[src/rtl/mem_port_arbiter_if.sv]
// Bundle of the fetch, data and memory-side handshakes around mem_port_arbiter.
// The arbiter takes the slave modport; the pipeline/memory environment takes master.
interface mem_port_arbiter_if #(
  parameter int AW = 32,
  parameter int DW = 32
);
  logic          if_req;
  logic [AW-1:0] if_addr;
  logic          if_abort;
  logic [DW-1:0] if_rdata;
  logic          if_ack;

  logic          dm_req;
  logic          dm_we;
  logic [AW-1:0] dm_addr;
  logic [DW-1:0] dm_wdata;
  logic [DW-1:0] dm_rdata;
  logic          dm_ack;

  logic          stall_F;
  logic          stall_M;

  logic          mem_en;
  logic          mem_we;
  logic [AW-1:0] mem_addr;
  logic [DW-1:0] mem_wdata;
  logic [DW-1:0] mem_rdata;
  logic          mem_ready;

  modport slave (
    input  if_req, if_addr, if_abort,
    output if_rdata, if_ack,
    input  dm_req, dm_we, dm_addr, dm_wdata,
    output dm_rdata, dm_ack,
    output stall_F, stall_M,
    output mem_en, mem_we, mem_addr, mem_wdata,
    input  mem_rdata, mem_ready
  );

  modport master (
    output if_req, if_addr, if_abort,
    input  if_rdata, if_ack,
    output dm_req, dm_we, dm_addr, dm_wdata,
    input  dm_rdata, dm_ack,
    input  stall_F, stall_M,
    input  mem_en, mem_we, mem_addr, mem_wdata,
    output mem_rdata, mem_ready
  );
endinterface

[src/rtl/mem_port_arbiter.sv]
// Shares one single-port memory between fetch and data; `define ARB_ROUND_ROBIN_EN for alternating grants.
// Request-to-ack is 2 cycles plus one per mem_ready=0 wait; requesters are held off through stall_F/stall_M.
module mem_port_arbiter #(
  parameter int AW = 32,
  parameter int DW = 32
) (
  input  logic             clk,
  input  logic             rst,
  mem_port_arbiter_if.slave bus
);

  typedef enum logic [1:0] {IDLE, BUSY_I, BUSY_D, RESP} state_t;

  state_t        r_state;
  logic          r_mem_en;
  logic          r_mem_we;
  logic [AW-1:0] r_mem_addr;
  logic [DW-1:0] r_mem_wdata;
  logic [DW-1:0] r_if_rdata;
  logic [DW-1:0] r_dm_rdata;
  logic          r_if_ack;
  logic          r_dm_ack;
  logic          r_drop;

  logic          w_if_vld;
  logic          w_grant_d;
  logic          w_drop;

  assign w_if_vld = bus.if_req & ~bus.if_abort;
  // An abort in the completing cycle must still suppress the ack.
  assign w_drop   = r_drop | bus.if_abort;

`ifdef ARB_ROUND_ROBIN_EN
  logic r_last_d;
  assign w_grant_d = bus.dm_req & (~w_if_vld | ~r_last_d);
`else
  assign w_grant_d = bus.dm_req;
`endif

  always_ff @(posedge clk or posedge rst) begin
    if (rst) begin
      r_state     <= IDLE;
      r_mem_en    <= 1'b0;
      r_mem_we    <= 1'b0;
      r_mem_addr  <= '0;
      r_mem_wdata <= '0;
      r_if_rdata  <= '0;
      r_dm_rdata  <= '0;
      r_if_ack    <= 1'b0;
      r_dm_ack    <= 1'b0;
      r_drop      <= 1'b0;
`ifdef ARB_ROUND_ROBIN_EN
      r_last_d    <= 1'b0;
`endif
    end else begin
      case (r_state)
        IDLE: begin
          if (w_grant_d) begin
            r_state     <= BUSY_D;
            r_mem_en    <= 1'b1;
            r_mem_we    <= bus.dm_we;
            r_mem_addr  <= bus.dm_addr;
            r_mem_wdata <= bus.dm_wdata;
`ifdef ARB_ROUND_ROBIN_EN
            r_last_d    <= 1'b1;
`endif
          end else if (w_if_vld) begin
            r_state    <= BUSY_I;
            r_mem_en   <= 1'b1;
            r_mem_we   <= 1'b0;
            r_mem_addr <= bus.if_addr;
`ifdef ARB_ROUND_ROBIN_EN
            r_last_d   <= 1'b0;
`endif
          end
        end
        BUSY_I: begin
          r_drop <= w_drop;
          if (bus.mem_ready) begin
            r_state  <= RESP;
            r_mem_en <= 1'b0;
            r_if_ack <= ~w_drop;
            if (!w_drop) begin
              r_if_rdata <= bus.mem_rdata;
            end
          end
        end
        BUSY_D: begin
          if (bus.mem_ready) begin
            r_state  <= RESP;
            r_mem_en <= 1'b0;
            r_mem_we <= 1'b0;
            r_dm_ack <= 1'b1;
            if (!r_mem_we) begin
              r_dm_rdata <= bus.mem_rdata;
            end
          end
        end
        RESP: begin
          r_state  <= IDLE;
          r_if_ack <= 1'b0;
          r_dm_ack <= 1'b0;
          r_drop   <= 1'b0;
        end
        default: begin
          r_state <= IDLE;
        end
      endcase
    end
  end

  assign bus.mem_en    = r_mem_en;
  assign bus.mem_we    = r_mem_we;
  assign bus.mem_addr  = r_mem_addr;
  assign bus.mem_wdata = r_mem_wdata;
  assign bus.if_rdata  = r_if_rdata;
  assign bus.dm_rdata  = r_dm_rdata;
  assign bus.if_ack    = r_if_ack;
  assign bus.dm_ack    = r_dm_ack;

  assign bus.stall_F = bus.if_req & ~r_if_ack & ~bus.if_abort;
  assign bus.stall_M = bus.dm_req & ~r_dm_ack;

endmodule

[src/flat_wrapper.sv]
// flat-port wrapper written by rule: the top's interface ports become plain ports
module mem_port_arbiter_flat 
#(
  parameter int AW = 32,
  parameter int DW = 32
)
  (clk, rst, bus_if_req, bus_if_addr, bus_if_abort, bus_if_rdata, bus_if_ack, bus_dm_req, bus_dm_we, bus_dm_addr, bus_dm_wdata, bus_dm_rdata, bus_dm_ack, bus_stall_F, bus_stall_M, bus_mem_en, bus_mem_we, bus_mem_addr, bus_mem_wdata, bus_mem_rdata, bus_mem_ready);
  mem_port_arbiter_if #(.AW(AW), .DW(DW)) bus_i ();
  input  logic clk;
  input  logic rst;
  input wire logic [$bits(bus_i.if_req)-1:0] bus_if_req;
  input wire logic [$bits(bus_i.if_addr)-1:0] bus_if_addr;
  input wire logic [$bits(bus_i.if_abort)-1:0] bus_if_abort;
  output wire logic [$bits(bus_i.if_rdata)-1:0] bus_if_rdata;
  output wire logic [$bits(bus_i.if_ack)-1:0] bus_if_ack;
  input wire logic [$bits(bus_i.dm_req)-1:0] bus_dm_req;
  input wire logic [$bits(bus_i.dm_we)-1:0] bus_dm_we;
  input wire logic [$bits(bus_i.dm_addr)-1:0] bus_dm_addr;
  input wire logic [$bits(bus_i.dm_wdata)-1:0] bus_dm_wdata;
  output wire logic [$bits(bus_i.dm_rdata)-1:0] bus_dm_rdata;
  output wire logic [$bits(bus_i.dm_ack)-1:0] bus_dm_ack;
  output wire logic [$bits(bus_i.stall_F)-1:0] bus_stall_F;
  output wire logic [$bits(bus_i.stall_M)-1:0] bus_stall_M;
  output wire logic [$bits(bus_i.mem_en)-1:0] bus_mem_en;
  output wire logic [$bits(bus_i.mem_we)-1:0] bus_mem_we;
  output wire logic [$bits(bus_i.mem_addr)-1:0] bus_mem_addr;
  output wire logic [$bits(bus_i.mem_wdata)-1:0] bus_mem_wdata;
  input wire logic [$bits(bus_i.mem_rdata)-1:0] bus_mem_rdata;
  input wire logic [$bits(bus_i.mem_ready)-1:0] bus_mem_ready;
  assign bus_i.if_req = bus_if_req;
  assign bus_i.if_addr = bus_if_addr;
  assign bus_i.if_abort = bus_if_abort;
  assign bus_if_rdata = bus_i.if_rdata;
  assign bus_if_ack = bus_i.if_ack;
  assign bus_i.dm_req = bus_dm_req;
  assign bus_i.dm_we = bus_dm_we;
  assign bus_i.dm_addr = bus_dm_addr;
  assign bus_i.dm_wdata = bus_dm_wdata;
  assign bus_dm_rdata = bus_i.dm_rdata;
  assign bus_dm_ack = bus_i.dm_ack;
  assign bus_stall_F = bus_i.stall_F;
  assign bus_stall_M = bus_i.stall_M;
  assign bus_mem_en = bus_i.mem_en;
  assign bus_mem_we = bus_i.mem_we;
  assign bus_mem_addr = bus_i.mem_addr;
  assign bus_mem_wdata = bus_i.mem_wdata;
  assign bus_i.mem_rdata = bus_mem_rdata;
  assign bus_i.mem_ready = bus_mem_ready;
  mem_port_arbiter #(.AW(AW), .DW(DW)) u_core (.clk(clk), .rst(rst), .bus(bus_i));
endmodule
[config.mk]
export PLATFORM = sky130hd
export DESIGN_NAME = mem_port_arbiter_flat
export DESIGN_NICKNAME = d
export VERILOG_FILES = /design/src/rtl/mem_port_arbiter_if.sv /design/src/rtl/mem_port_arbiter.sv /design/src/flat_wrapper.sv
export SDC_FILE = /design/constraint.sdc
export NUM_CORES = 1
export LEC_CHECK = 0
export CORE_MARGIN = 1
export CORE_UTILIZATION = 44
export DETAILED_ROUTE_END_ITERATION = 6
export MAX_ROUTING_LAYER = met4
export PLACE_DENSITY = 0.95
export SYNTH_ARGS = -nofsm -noshare
export SYNTH_HDL_FRONTEND = slang
export SYNTH_SLANG_ARGS = --single-unit
[constraint.sdc]
create_clock -name clk -period 10.3 [get_ports clk]
set_input_delay 2.575 -clock clk [delete_from_list [all_inputs] [get_ports clk]]
set_output_delay 2.575 -clock clk [all_outputs]
set_load 0.005 [all_outputs]
==> run_results.csv, run 1 <==
group,metric,value,unit
run_status,status,"completed",
synthesis,yosysTopAreaCellShare,60.5,%
sta,fin_tns_setup,0,ns
place,gp_congestion,0.795,
cts,clk_pin_slew,0.06,ns
global_routing,grt_pass1_vias,4379,
sta,fmax,155,MHz
global_routing,antenna_found_initial,1,
cts,post_cts_resized,0,
die,die_x,115,microns
synthesis,yosysTopAreaCell,"dfrtp_1",
die,io-pin-count,269,
die,initial_utilization,45.8,%
synthesis,synth_area_leaders,"dfrtp_1, mux2_2, mux2_1, ha_1, buf_2",
sta,slew_headroom,37.9,%
drt,routed_wl,15200,microns
synthesis,synthArstFlopShare,100,%
job,drv_cap,0,
critical_path,worstPathCellList,"clkdlybuf4s50_1 > nand2b_1 > nor2_1 > clkdlybuf4s50_1",
critical_path,worst-setup-path-type,"input port to output port",
sta,min_period_over_period,62.8,%
drt,dr.pass1.iters,4,
drt,via_per_inst,4.95,
cts,cts_sinks,135,
die,rows,40,
global_routing,grt_use_total,24.7,%
synthesis,avgSynthCellArea,15.6,sq um
critical_path,crit_path_start_kind,"input port",
critical_path,slowest_delay,0.50,ns
sta,tightest_slew,0.931,ns
synthesis,synth-seq-cells,135,
critical_path,cp-end-kind,"output port",
global_routing,grt_max_degree,73,
synthesis,yosysSeqAreaShare,60.5,%
critical_path,crit_slowest_cell,"clkdlybuf4s50_1",
synthesis,yosysUniqueCellTypes,22,
cts,cts_buffers,17,
place,io_buffers,268,
synthesis,synth_flop_cell,"dfrtp_1",
finish,design_area,9000,sq um
critical_path,worstPathRequired,7.73,ns
finish,mostFrequentLayoutCell,"clkdlybuf4s50_1",
cts,clockBufferDepth,2,
global_routing,grt_pass1_wl,23000,microns
critical_path,path_delay_family,"buffers and inverters",
finish,drive_gt1_share,25.5,%
drt,vias,4038,
synthesis,yosysWarnings,0,
cts,hold_buffers,0,
finish,final_cell_mix,"clkdlybuf4s50_1, dfrtp_1, mux2_2",
finish,fin_nets,774,
sta,skew,0.0102,ns
pwr,peakVddDrop,186,uV
synthesis,synth.cell_area,5590,sq um
critical_path,critical_path.max_fanout,4,
drt,ant_nets,0,
synthesis,synthCells,359,
die,die-area,13200,sq um
die,die_h,115,microns
cts,root_buffer,"clkbuf_16",
sta,period_needed,6.47,ns
sta,setup_viol,0,
cts,postCtsSetupRepairBufs,0,
sta,hold_violations,0,
place,placed_cell_area,8410,sq um
sta,drv_slew,0,
global_routing,gr-total-overflow,0,
die,core_area,12200,sq um
sta,rsz0062_at_grt,"false",
synthesis,synth_edf_count,0,
drt,drc,0,
critical_path,crit_arrival,3.89,ns
finish,syn_to_final_growth,61.1,%
pwr,cellPowerDensity,296,nW/um^2
synthesis,synth_nets,500,
pwr,leakage,3.75,nW
cts,cts_tree,"built",
critical_path,crit_top_cell,"clkdlybuf4s50_1",
critical_path,cp_num_buf_inv,2,
drt,wl_per_cell,18.7,microns
cts,htree_levels,4,
place,place_hpwl,11100,microns
cts,insertion_delay,0.42,ns
drt,dr.first_iter.drc_count,142,
worst_hold_path,hold_path_class,"register to register",
worst register-to-register path, cell delays in order (launching register included):
cell and delay (ns):
dfrtp_1 0.42, inv_1 0.13, ha_1 0.23, and4bb_2 0.88, mux2_2 0.44
metal layers:
metal	track usage, %	vias to the layer above	share of wire (%)	routed length, microns
met3	8.21	44	8.3	1260
met4	13.2	0	3.6	548
met5	-	-	0	0
met1	23.7	1971	35	5310
met2	44.0	198	53	8120
li1	-	1825	-	-
path summary, 6_finish.rpt:
check | from | end | slack [ns] | depth (start not counted)
min | u_core.bus.mem_wdata[29]$_DFFE_PP0P_ | u_core.bus.mem_wdata[29]$_DFFE_PP0P_ | 0.49 | 1
max in group asynchronous | rst | u_core.bus.if_rdata[30]$_DFFE_PP0P_ | 6.27 | 3
min reg2reg | u_core.bus.mem_wdata[29]$_DFFE_PP0P_ | u_core.bus.mem_wdata[29]$_DFFE_PP0P_ | 0.49 | 1
max reg2reg | u_core.r_state[1]$_DFFE_PP0P_ | u_core.bus.if_rdata[18]$_DFFE_PP0P_ | 8.08 | 4
min in group asynchronous | rst | u_core.r_drop$_DFFE_PP0P_ | 2.71 | 2
max | bus_if_abort | bus_stall_F | 3.83 | 4
cells by family after synthesis:
| family | Yosys count | share of synthesized area, % |
|---|---|---|
| buf+inv | 24 | 2.28 |
| fa+ha+maj | 6 | 1.34 |
| compound gates | 12 | 1.39 |
| flops | 135 | 60.5 |
| simple gates | 20 | 1.88 |
| mux | 162 | 32.6 |
power by group:
group	switching (W)	internal [W]
clock network	0.000224	0.000376
logic	0.000361	0.000749
registers	0.000151	0.000803
registers in the layout, indices dropped and copies added, names as in the netlist, 2 cells and up:
name / cells
u_core.r_state: 2
u_core.bus.if_rdata: 32
u_core.bus.mem_addr: 32
u_core.bus.dm_rdata: 32
u_core.bus.mem_wdata: 32
synthesized netlist by cell type (2+ instances only):
library cell and number:
o21ai_0 4, buf_4 4, nand3_1 3, inv_1 7
nor2_1 3, buf_2 12, mux2_2 126, a21oi_1 3
dfrtp_1 135, nand2_1 6, mux2_1 36, nand2b_1 2
ha_1 6, nor2b_1 4
metrics by stage:
stage	worst slack [ns]	power [W]	hold slack (ns)	util [%]	instances
6_report	3.83	0.00266	0.491	73.7	815
5_1_grt	3.79	0.00280	0.505	73.7	815
4_1_cts	3.83	0.00269	0.494	73.7	814
3_5_place_dp	3.84	0.00207	0.481	68.8	782
3_3_place_gp	3.88	0.00201	0.473	68.8	782
2_1_floorplan	4.11	0.00136	0.455	-	359
cell type report:
| cell class | count | area (sq um) |
|---|---|---|
| Inverter | 7 | 28.8 |
| Antenna cell | 1 | 2.50 |
| Multi-Input combinational cell | 200 | 2080 |
| Clock inverter | 10 | 119 |
| Fill cell | 808 | 3210 |
| Tap cell | 168 | 210 |
| Timing Repair Buffer | 272 | 2710 |
| Clock buffer | 22 | 474 |
| Sequential cell | 135 | 3380 |
Power figures use the tool's default switching activity.
==> inputs of run 2 (changes only) <==
--- a/config.mk
+++ b/config.mk
@@ -6,10 +6,10 @@
 export NUM_CORES = 1
 export LEC_CHECK = 0
 export CORE_MARGIN = 1
-export CORE_UTILIZATION = 44
+export CORE_UTILIZATION = 41
 export DETAILED_ROUTE_END_ITERATION = 6
 export MAX_ROUTING_LAYER = met4
-export PLACE_DENSITY = 0.95
+export PLACE_DENSITY = 0.92
 export SYNTH_ARGS = -nofsm -noshare
 export SYNTH_HDL_FRONTEND = slang
 export SYNTH_SLANG_ARGS = --single-unit
==> constraint.sdc (replaced) <==
create_clock -name clk -period 6.7 [get_ports clk]
set_input_delay 1.675 -clock clk [delete_from_list [all_inputs] [get_ports clk]]
set_output_delay 1.675 -clock clk [all_outputs]
set_load 0.005 [all_outputs]
==> run_results.csv, run 2 (synthesis results as in run 1) <==
group,metric,value,unit
place,place_hpwl,10600,microns
sta,worst_slack,1.93,ns
pwr,combPwrFrac,41.5,%
sta,fmax,210,MHz
sta,rsz0062_at_grt,"false",
finish,mostFrequentLayoutCell,"clkdlybuf4s50_1",
drt,ant_nets,0,
global_routing,grt_max_degree,75,
place,io_buffers,268,
critical_path,worst-setup-path-type,"input port to output port",
place,gp_congestion,0.811,
sta,fin_tns_setup,0,ns
global_routing,grt_busiest_layer,"met2",
sta,skew,0.00610,ns
pwr,p_int,0.00296,W
critical_path,cp-end-kind,"output port",
worst_hold_path,hold_path_class,"register to register",
finish,final_cell_count_no_fill,821,
cts,insertion_delay,0.42,ns
place,place_inst,788,
pwr,clockPowerShare,22.8,%
cts,cts_tree,"built",
global_routing,grt_use_met1,22.0,%
sta,hold_violations,0,
global_routing,use_met2,37.2,%
drt,dr.first_iter.drc_count,73,
finish,final_cell_mix,"clkdlybuf4s50_1, dfrtp_1, mux2_2",
global_routing,grt_pass1_wl,22600,microns
cts,clockBufferDepth,2,
critical_path,worstPathRequired,5.03,ns
cts,post_cts_resized,0,
pwr,seqPwrFrac,35.7,%
pwr,sw_frac_of_total,27.6,%
run_status,status,"completed",
job,drv_cap,0,
sta,tightest_slew,0.963,ns
cts,htree_levels,4,
finish,fin_nets,772,
cts,cts_sinks,135,
drt,wl_per_cell,17.6,microns
sta,slew_headroom,35.5,%
pwr,peakVddDrop,254,uV
drt,vias,4000,
drt,routed_wl,14500,microns
drt,dr.pass1.iters,4,
global_routing,antenna_found_initial,1,
finish,syn_to_final_growth,61.3,%
global_routing,gr-total-overflow,0,
critical_path,crit_path_start_kind,"input port",
place,place_worst_setup_slack,1.93,ns
critical_path,crit_arrival,3.09,ns
cts,cts_buffers,17,
finish,drive_gt1_share,25.5,%
cts,hold_buffers,0,
cts,clk_pin_slew,0.06,ns
die,core_area,13200,sq um
critical_path,critical_path.max_fanout,41,
die,initial_utilization,42.2,%
die,die_x,119,microns
die,io-pin-count,269,
sta,period_needed,4.77,ns
global_routing,grt_use_met3,7.92,%
pwr,leakage,3.75,nW
sta,setup_viol,0,
sta,drv_slew,0,
pwr,cellPowerDensity,453,nW/um^2
global_routing,grt_pass1_vias,4464,
die,die-area,14100,sq um
die,die_h,119,microns
drt,via_per_inst,4.87,
die,rows,42,
sta,holdWs,0.490,ns
pwr,p_sw,0.00113,W
cts,postCtsSetupRepairBufs,0,
sta,min_period_over_period,71.1,%
global_routing,grt_use_total,21.9,%
drt,drc,0,
cts,root_buffer,"clkbuf_16",
run 2: cell count changes in the layout (fill, tap and decap cells not counted), sizes merged:
cell and delta:
inv +1, buf -2, clkinv +2, clkbuf -2
clkinvlp -1
run 2: worst paths after layout:
| check | from | end | slack [ns] | cells after the start |
|---|---|---|---|---|
| setup / recovery | bus_dm_req | bus_stall_M | 1.93 | 3 |
| hold / removal | u_core.bus.mem_addr[24]$_DFFE_PP0P_ | u_core.bus.mem_addr[24]$_DFFE_PP0P_ | 0.49 | 1 |
| setup reg to reg | u_core.r_state[1]$_DFFE_PP0P_ | u_core.bus.if_rdata[18]$_DFFE_PP0P_ | 4.50 | 4 |
| hold reg to reg | u_core.bus.mem_addr[24]$_DFFE_PP0P_ | u_core.bus.mem_addr[24]$_DFFE_PP0P_ | 0.49 | 1 |
| max in group asynchronous | rst | u_core.bus.dm_rdata[22]$_DFFE_PP0P_ | 3.54 | 3 |
| min in group asynchronous | rst | u_core.bus.mem_wdata[9]$_DFFE_PP0P_ | 1.72 | 2 |
run 2: stage by stage:
step / utilization, % / cell area (sq um) / total power (W)
2_1_floorplan: - / 5590 / 0.00209
3_3_place_gp: 63.5 / 8410 / 0.00309
3_5_place_dp: 63.5 / 8410 / 0.00318
4_1_cts: 68.0 / 9010 / 0.00413
5_1_grt: 68.1 / 9010 / 0.00430
6_report: 68.1 / 9010 / 0.00408
run 2: worst max-delay path: stages:
cell and delay [ns]:
buf_2 0.65, nor2b_1 0.21, clkdlybuf4s50_1 0.54
run 2: power groups by stage:
stage | clock network, W | logic [W] | registers, W
finish | 0.000932 | 0.00170 | 0.00146
global route | 0.000984 | 0.00182 | 0.00150
CTS | 0.000949 | 0.00172 | 0.00146
detailed placement | 0 | 0.00171 | 0.00147
global placement | 0 | 0.00166 | 0.00143
floorplan | 0 | 0.000615 | 0.00148
run 2: layout make-up:
cell class                      instances  area [sq um]
Fill cell                             909          4230
Timing Repair Buffer                  270          2690
Sequential cell                       135          3380
Multi-Input combinational cell        200          2090
Antenna cell                            1          2.50
Tap cell                              176           220
Clock buffer                           20           457
Clock inverter                         12           144
Inverter                                7          28.8
run 2: layer usage:
layer / up-vias / wire length [microns]
met3: 41 / 1210
li1: 1816 / -
met1: 1956 / 5220
met2: 187 / 7550
met5: - / 0
met4: 0 / 467
